--- config.mk ---
export PLATFORM = sky130hd
export DESIGN_NAME = wordle_scorer_flat
export DESIGN_NICKNAME = d
export VERILOG_FILES = /design/src/rtl/wordle_scorer_if.sv /design/src/rtl/wordle_scorer.sv /design/src/flat_wrapper.sv
export SDC_FILE = /design/constraint.sdc
export NUM_CORES = 1
export LEC_CHECK = 0
export BUFFER_PORTS_ARGS = -buffer_cell sky130_fd_sc_hd__buf_2
export CAP_MARGIN = 0
export CORE_MARGIN = 1.5
export CORE_UTILIZATION = 35
export CTS_CLUSTER_DIAMETER = 120
export CTS_CLUSTER_SIZE = 12
export DETAILED_ROUTE_END_ITERATION = 6
export SETUP_SLACK_MARGIN = 0.2
export SYNTH_ARGS = -nofsm -noshare
export SYNTH_HDL_FRONTEND = slang
export SYNTH_SLANG_ARGS = --single-unit
--- constraint.sdc ---
create_clock -name Clk -period 3.67 [get_ports Clk]
set_clock_uncertainty 0.2 [all_clocks]
set_input_delay 0.1835 -clock Clk [delete_from_list [all_inputs] [get_ports Clk]]
set_output_delay 0.1835 -clock Clk [all_outputs]
set_load 0.02 [all_outputs]
--- src/rtl/wordle_scorer_if.sv ---
// Request/result bundle between the guess state machine and the scorer.
interface wordle_scorer_if #(
  parameter int NLET = 5,
  parameter int LW   = 8
);
  logic                 start;
  logic [NLET*LW-1:0]   guess;
  logic [NLET*LW-1:0]   target;
  logic                 busy;
  logic                 done;
  logic [2*NLET-1:0]    score;
  logic                 all_green;
  logic                 invalid;

  modport master (output start, guess, target,
                  input  busy, done, score, all_green, invalid);
  modport slave  (input  start, guess, target,
                  output busy, done, score, all_green, invalid);
endinterface

--- src/rtl/wordle_scorer.sv ---
// Scores a 5-letter guess against the word of the day, one letter per cycle:
// a green pass marks exact matches, then a yellow pass consumes unused target letters.
module wordle_scorer #(
  parameter int NLET = 5,
  parameter int LW   = 8
) (
  input logic              Clk,
  input logic              reset_n,
  wordle_scorer_if.slave   bus
);

  typedef enum logic [1:0] {IDLE, GREEN, YELLOW, DONE} state_t;

  state_t          state_q, state_d;
  logic [2:0]      idx_q, idx_d;
  logic [NLET-1:0] used_q, used_d;
  logic [LW-1:0]   g_q [NLET], g_d [NLET];
  logic [LW-1:0]   t_q [NLET], t_d [NLET];
  logic [LW-1:0]   g_in [NLET], t_in [NLET];
  logic [1:0]      sc_q [NLET], sc_d [NLET];
  logic            inv_q, inv_d;
  logic            ag_q, ag_d;
  logic            letters_ok;
  logic            found;

  always_comb begin
    letters_ok = 1'b1;
    for (int unsigned k = 0; k < NLET; k++) begin
      g_in[k] = bus.guess[(NLET-1-k)*LW +: LW];
      t_in[k] = bus.target[(NLET-1-k)*LW +: LW];
      if (g_in[k] < 8'h41 || g_in[k] > 8'h5A) letters_ok = 1'b0;
    end
  end

  always_ff @(posedge Clk) begin
    if (!reset_n) state_q <= IDLE;
    else          state_q <= state_d;
  end

  always_comb begin
    state_d = state_q;
    idx_d   = idx_q;
    used_d  = used_q;
    g_d     = g_q;
    t_d     = t_q;
    sc_d    = sc_q;
    inv_d   = inv_q;
    ag_d    = ag_q;
    found   = 1'b0;
    case (state_q)
      IDLE: begin
        if (bus.start) begin
          g_d    = g_in;
          t_d    = t_in;
          used_d = '0;
          idx_d  = '0;
          ag_d   = 1'b0;
          for (int unsigned k = 0; k < NLET; k++) sc_d[k] = 2'b00;
          if (letters_ok) begin
            inv_d   = 1'b0;
            state_d = GREEN;
          end else begin
            inv_d   = 1'b1;
            state_d = DONE;
          end
        end
      end
      GREEN: begin
        if (g_q[idx_q] == t_q[idx_q]) begin
          sc_d[idx_q]   = 2'b10;
          used_d[idx_q] = 1'b1;
        end
        if (idx_q == 3'(NLET-1)) begin
          idx_d   = '0;
          state_d = YELLOW;
        end else begin
          idx_d = idx_q + 3'd1;
        end
      end
      YELLOW: begin
        // Lowest unused matching target letter wins; greens already hold their used bit.
        if (sc_q[idx_q] != 2'b10) begin
          for (int unsigned j = 0; j < NLET; j++) begin
            if (!found && !used_q[j] && t_q[j] == g_q[idx_q]) begin
              found       = 1'b1;
              used_d[j]   = 1'b1;
              sc_d[idx_q] = 2'b01;
            end
          end
        end
        if (idx_q == 3'(NLET-1)) begin
          state_d = DONE;
          ag_d    = 1'b1;
          for (int unsigned k = 0; k < NLET; k++)
            if (sc_d[k] != 2'b10) ag_d = 1'b0;
        end else begin
          idx_d = idx_q + 3'd1;
        end
      end
      DONE:    state_d = IDLE;
      default: state_d = IDLE;
    endcase
  end

  always_ff @(posedge Clk) begin
    if (!reset_n) begin
      idx_q  <= '0;
      used_q <= '0;
      inv_q  <= 1'b0;
      ag_q   <= 1'b0;
      for (int unsigned k = 0; k < NLET; k++) begin
        g_q[k]  <= '0;
        t_q[k]  <= '0;
        sc_q[k] <= 2'b00;
      end
    end else begin
      idx_q  <= idx_d;
      used_q <= used_d;
      inv_q  <= inv_d;
      ag_q   <= ag_d;
      g_q    <= g_d;
      t_q    <= t_d;
      sc_q   <= sc_d;
    end
  end

  always_comb begin
    bus.score = '0;
    for (int unsigned k = 0; k < NLET; k++)
      bus.score[(NLET-1-k)*2 +: 2] = sc_q[k];
  end

  assign bus.busy      = (state_q == GREEN) || (state_q == YELLOW);
  assign bus.done      = (state_q == DONE);
  assign bus.all_green = ag_q;
  assign bus.invalid   = inv_q;

endmodule
--- src/flat_wrapper.sv ---
// flat-port wrapper written by rule: the top's interface ports become plain ports
module wordle_scorer_flat 
#(
  parameter int NLET = 5,
  parameter int LW   = 8
)
  (Clk, reset_n, bus_start, bus_guess, bus_target, bus_busy, bus_done, bus_score, bus_all_green, bus_invalid);
  wordle_scorer_if #(.NLET(NLET), .LW(LW)) bus_i ();
  input logic Clk;
  input logic reset_n;
  input wire logic [$bits(bus_i.start)-1:0] bus_start;
  input wire logic [$bits(bus_i.guess)-1:0] bus_guess;
  input wire logic [$bits(bus_i.target)-1:0] bus_target;
  output wire logic [$bits(bus_i.busy)-1:0] bus_busy;
  output wire logic [$bits(bus_i.done)-1:0] bus_done;
  output wire logic [$bits(bus_i.score)-1:0] bus_score;
  output wire logic [$bits(bus_i.all_green)-1:0] bus_all_green;
  output wire logic [$bits(bus_i.invalid)-1:0] bus_invalid;
  assign bus_i.start = bus_start;
  assign bus_i.guess = bus_guess;
  assign bus_i.target = bus_target;
  assign bus_busy = bus_i.busy;
  assign bus_done = bus_i.done;
  assign bus_score = bus_i.score;
  assign bus_all_green = bus_i.all_green;
  assign bus_invalid = bus_i.invalid;
  wordle_scorer #(.NLET(NLET), .LW(LW)) u_core (.Clk(Clk), .reset_n(reset_n), .bus(bus_i));
endmodule
### Yosys cells after proc, flatten, opt, wreduce, memory -nomap -nowiden

Index checks and enable logic that the tools add are counted.

| word-level totals | value |
|---|---|
| output and inout bits | 14 |
| logic and storage cells | 196 |
| bits of input ports | 83 |
| register bits | 102 |

| operators by class | value |
|---|---|
| $lt $le $gt $ge | 14 |
| bitwise logic cells | 16 |
| reductions and logical operators | 39 |
| eq/ne operators | 27 |
| add/subtract/negate cells | 1 |
| multiplexer cells | 75 |

Operators with widths:

| cell | count |
|---|---|
| two-way mux 10 bit | 17 |
| binary-select mux 8 bit (select 3 bit) | 2 |
| equality test 8 bit | 6 |
| > comparator 8 x 7 -> 1 bit, second input constant | 5 |
| < comparator 8 x 7 -> 1 bit, second input constant | 5 |
| bitwise OR 5 bit | 7 |
| two-way mux 8 bit | 4 |
| two-way mux 1 bit | 31 |
| AND 5 bit | 6 |
| case mux 10 bit (3 select lines) | 1 |
| AND reduction 5 bit | 5 |
| inequality test 2 x 1 -> 1 bit, second input constant | 9 |
| inequality test 2 bit, second input constant | 8 |
| two-way mux 5 bit | 3 |
| case mux 5 bit (3 select lines) | 1 |
| two-way mux 2 bit | 7 |
| AND reduction 3 bit | 4 |
| logical AND 1 bit | 11 |
| NOT 5 bit | 2 |
| logical NOT 1 bit | 9 |
| two-way mux 3 bit | 3 |
| case mux 3 bit (3 select lines) | 1 |
| case mux 2 bit (4 select lines) | 1 |
| binary-select mux 2 bit (select 3 bit) | 1 |
| 17 further kinds | 23 |

### Longest topological paths before layout

| logic depth | value |
|---|---|
| depth after elaboration | 41 |
| gate-level depth with buffers | 13 |
| depth with buffers taken out | 9 |

### Worst setup path before layout

OpenSTA, ideal clock, no wires.

| timing | value |
|---|---|
| kind | reg-to-reg |
| from | reg u_core.idx_q[1] |
| to | reg u_core.sc_q (netlist bit u_core.bus.score[0]) |
| arrival time | 2.771 ns |
| stages on the path, launching flop included | 12 |
| setup slack | 0.624 ns |
| library setup time | 0.075 ns |
| required time | 3.395 ns |
| path buffers | 2 |
| path through | dfxtp_1 -> buf_6 -> nor2b_1 -> buf_2 -> a22o_1 -> a32oi_2 -> xor2_1 -> nor4_1 -> a31oi_2 -> or3_1 -> a211o_1 -> o22ai_1 |

| on the way | value |
|---|---|
| cells in the longest elaborated chain, start to end | 34 |
| elaborated cells between the ends (all ways) | 73 |
| those cells by class | 2 x order compare; 8 x eq/ne; 40 x mux; 8 x bitwise; 15 x reduce/logical |

Ends and longest elaborated chain:

| item | line | text |
|---|---|---|
| start, declared | wordle_scorer.sv:15 | `logic [2:0] idx_q, idx_d;` |
| start signal, assigned | wordle_scorer.sv:117 | `idx_q <= idx_d;` |
| NOT 3 -> 4 bit (not written as such) (*) | -- |  |
| binary-select mux 8 bit (select 3 bit) | wordle_scorer.sv:69, wordle_scorer.sv:84 |  |
| two-way mux 8 bit (not written as such) (2 in a row) | wordle_scorer.sv:69, wordle_scorer.sv:84 |  |
| equality test 8 bit | wordle_scorer.sv:84 | `if (!found && !used_q[j] && t_q[j] == g_q[idx_q]) begin` |
| logical AND 1 bit | wordle_scorer.sv:84 |  |
| two-way mux 1 bit | wordle_scorer.sv:84 |  |
| two-way mux 1 bit | wordle_scorer.sv:82 | `if (sc_q[idx_q] != 2'b10) begin` |
| two-way mux 1 bit | wordle_scorer.sv:50 | `case (state_q)` |
| [16 not listed] | -- |  |
| two-way mux 1 bit | wordle_scorer.sv:82 |  |
| two-way mux 1 bit | wordle_scorer.sv:50 |  |
| logical NOT 1 bit | wordle_scorer.sv:84 |  |
| logical AND 1 bit (2 in a row) | wordle_scorer.sv:84 |  |
| two-way mux 10 bit | wordle_scorer.sv:84 |  |
| two-way mux 10 bit | wordle_scorer.sv:82 |  |
| two-way mux 10 bit | wordle_scorer.sv:50 |  |
| case mux 10 bit (3 select lines) | wordle_scorer.sv:50 |  |
| end signal, assigned by index | wordle_scorer.sv:114 | `sc_q[k] <= 2'b00;` |
| end signal, assigned | wordle_scorer.sv:123 | `sc_q <= sc_d;` |
| end, declared | wordle_scorer.sv:20 | `logic [1:0] sc_q [NLET], sc_d [NLET];` |

Every way passes the cells marked *; elsewhere a longest branch is shown, timed or not. The select of a mux whose other input is x is not followed.
A chain may end at the register's enable or synchronous reset.

### Final worst setup path

Same ends and word-level chain as after synthesis.

==> impl_metrics.py <==
metrics = {
    "status": {
        "status": "complete, no violations",
    },
    "logic_synthesis": {
        "synth-edff-count": 0,
        "ys.flop_type": "dfxtp_1",
        "synth_largest_area_cell": "dfxtp_1",
        "async_reset_ff_frac": 0,
        "yosysWarnings": 0,
        "ys_types": 62,
        "syn_area_um2": 5720,
        "synth_area_per_cell_um2": 7.62,
        "synthTopCellsByArea": "dfxtp_1, nand2_1, a21oi_1, xnor2_1, mux2i_1",
        "yosysTopAreaCellShare": 0.357,
        "ys_ff_latch": 102,
        "yosysSeqAreaShare": 0.357,
        "syn_inst": 751,
        "synth_nets": 841,
    },
    "critical_path": {
        "crit_path_end_kind": "flop",
        "rrSetupSlack_ps": 410,
        "r2r_start": "u_core.idx_q[1]$_SDFFE_PN0P_",
        "r2r_end": "u_core.bus.score[0]$_SDFFE_PN0P_",
        "critPathKind": "flop to flop",
        "cp_max_fo": 12,
        "slowest_delay_ps": 490,
        "cp_num_buf_inv": 0,
        "worstPathCellList": "mux2i_1 > o32ai_1 > a21oi_2 > xor2_1 > nor4_2 > a31oi_2 > or3_1 > a211o_1 > o22ai_1",
        "rr_worst_depth": 9,
        "path_delay_family": "compound AO/OA/AOI/OAI gates",
        "crit_start": "u_core.idx_q[1]$_SDFFE_PN0P_",
        "cp_slowest_cell": "dfxtp_4",
        "critPathRequiredTime_ps": 3750,
        "crit_arrival_ps": 3340,
        "start_kind": "flop",
        "cp-endpoint": "u_core.bus.score[0]$_SDFFE_PN0P_",
        "crit_cells": 9,
    },
    "clock_tree": {
        "cts-buffers-inserted": 9,
        "post-cts-setup-buffers": 0,
        "clkTransAtPathRegs_ps": 70,
        "cts.sinks": 102,
        "cts_buffer_depth": 2,
        "cts_root_buffer": "clkbuf_16",
        "cts_tree": "done",
        "h-tree-depth": 3,
        "clk_latency_ps": 360,
    },
    "cells_and_area": {
        "fin_nets": 1008,
        "diodes": 0,
        "synthToLayoutAreaGrowth_pct": 33.2,
        "drive_above_1_share": 0.181,
        "final_common_cell": "nand2_1",
        "layout_common_cells": "nand2_1, a21oi_1, dfxtp_1",
    },
    "timing": {
        "fmax_ghz": 0.307,
        "finalSetupTns_ps": 0,
        "finalMaxSlewViolations": 0,
        "fin_crit_ps": 3260,
        "slew_headroom": 0.457,
        "tightest_slew_ps": 814,
        "rsz0062_at_grt": "false",
        "period_share": 0.887,
        "hold_viol": 0,
        "holdWs_ps": 175,
        "setup-violations-final": 0,
    },
    "detailed_routing": {
        "wl_um": 18400,
        "vias_per_cell": 5.23,
        "wire_per_inst_um": 16.2,
        "post-route-drc-count": 0,
        "postRouteAntennaNets": 0,
        "vias": 5959,
        "drt_iter0_markers": 445,
        "firstDrtPassIters": 5,
    },
    "power": {
        "p_per_area_nw_per_um2": 637,
        "peakVddDrop_mv": 0.315,
        "p_leak_nw": 2.88,
    },
    "global_routing": {
        "grt_pass1_wl_um": 28600,
        "grt_max_degree": 83,
        "antenna_found_initial": 0,
        "grtUsageTotal": 0.218,
        "gr-total-overflow": 0,
        "grt_pass1_vias": 5467,
    },
    "floorplan": {
        "core_area_um2": 15900,
        "die_x_um": 131,
        "initial_core_util": 0.359,
        "io_pins": 97,
        "row_count": 46,
        "dieArea_um2": 17100,
        "fp.dieH_um": 131,
    },
    "flow_run": {
        "maxCapViolations": 0,
    },
    "placed_design": {
        "routabilityCongestion": 0.931,
        "io_buffers": 96,
        "dpl.hpwl_um": 13100,
    },
    "min_path": {
        "hold_path.class": "primary input to flop",
    },
}
==> logic make-up after synthesis <==
| group | Yosys count | synth area share |
|---|---|---|
| flip-flops | 102 | 0.357 |
| buffers and inverters | 63 | 0.0483 |
| AO/OA/AOI/OAI | 196 | 0.212 |
| multiplexers | 33 | 0.0588 |
| XOR/XNOR | 48 | 0.0735 |
| AND/OR/NAND/NOR | 302 | 0.236 |
| adder cells (fa/ha/maj) | 7 | 0.0153 |
==> per-stage QoR <==
stage | power [mW] | area, um^2 | std cells | setup WS, ps | util
finish | 4.86 | 7620 | 1139 | 414 | 0.478
global route | 5.18 | 7620 | 1139 | 222 | 0.478
CTS | 4.83 | 7590 | 1139 | 201 | 0.476
detailed placement | 3.80 | 6470 | 1042 | 178 | 0.406
global placement | 3.80 | 6470 | 1042 | 231 | 0.406
floorplan | 3.12 | 5720 | 751 | 624 | -
==> routing by layer <==
layer  global-route usage  up-vias  routed length [um]
met5                    0        -                   0
li1                     -     2951                   -
met1                0.292     2801                8560
met2                0.357      176                8690
met3               0.0366       31                 798
met4               0.0769        0                 392
==> registers in the layout (all words and copies together) (netlist names) <==
| register | flops |
|---|---|
| u_core.g_q | 40 |
| u_core.bus.score | 10 |
| u_core.idx_q | 3 |
| u_core.state_q | 2 |
| u_core.t_q | 40 |
| u_core.used_q | 5 |
| u_core.bus.invalid | 1 |
| u_core.bus.all_green | 1 |
==> cell type report <==
type,instances,area (um^2)
Clock buffer,11,253
Clock inverter,5,38.8
Fill cell,1623,8320
Inverter,15,56.3
Multi-Input combinational cell,586,3450
Sequential cell,102,2050
Tap cell,216,270
Timing Repair Buffer,204,1510
==> worst min path at each step <==
| stage | end | from | cells past startpoint |
|---|---|---|---|
| after floorplan | u_core.g_q[32]$_SDFFE_PN0P_ | bus_guess[32] | 2 |
| after global placement | u_core.t_q[34]$_SDFFE_PN0P_ | bus_target[34] | 3 |
| after detailed placement | u_core.t_q[19]$_SDFFE_PN0P_ | bus_target[19] | 3 |
| after CTS | u_core.state_q[0]$_SDFFE_PN0P_ | bus_start | 4 |
| after global routing | u_core.state_q[0]$_SDFFE_PN0P_ | bus_start | 4 |
| final | u_core.state_q[0]$_SDFFE_PN0P_ | bus_start | 4 |
==> cells in the mapped netlist (4+ instances only) <==
cell type	n
nor2b_1	6
o211ai_1	5
xnor2_1	36
nor2_1	27
and2_1	4
a21oi_1	104
o22ai_1	16
dfxtp_1	102
nand2_1	199
nand3_1	7
mux2_2	5
buf_1	4
clkbuf_1	29
nand2b_1	5
nor3_1	16
o21ai_0	22
inv_1	11
mux2i_1	28
a22oi_1	7
or4_1	5
nor4_1	10
nand4_1	7
ha_1	7
a211oi_1	5
xor2_1	12
buf_2	11
==> worst register-to-register path, delay by kind of cell (launching register included) <==
kind	cells	cell delay, ps
compound gates	5	1250
xor+xnor	1	150
flops	1	490
mux	1	330
simple gates	2	770
==> repair_timing <==
action / in CTS / in global routing
hold endpoints to repair: 84 / 0
pin swaps: 0 / 0
cloned: 0 / 0
hold buffers: 81 / 0
setup endpoints to repair: 4 / 10
gates resized for setup: 3 / 6
==> report_power, final <==
part	leakage (nW)	total, mW	switching [mW]	internal (mW)
logic	1.90	2.42	1.44	0.982
registers	0.835	1.49	0.189	1.30
clock network	0.143	0.948	0.444	0.504
(Power assumes the default switching activity.)
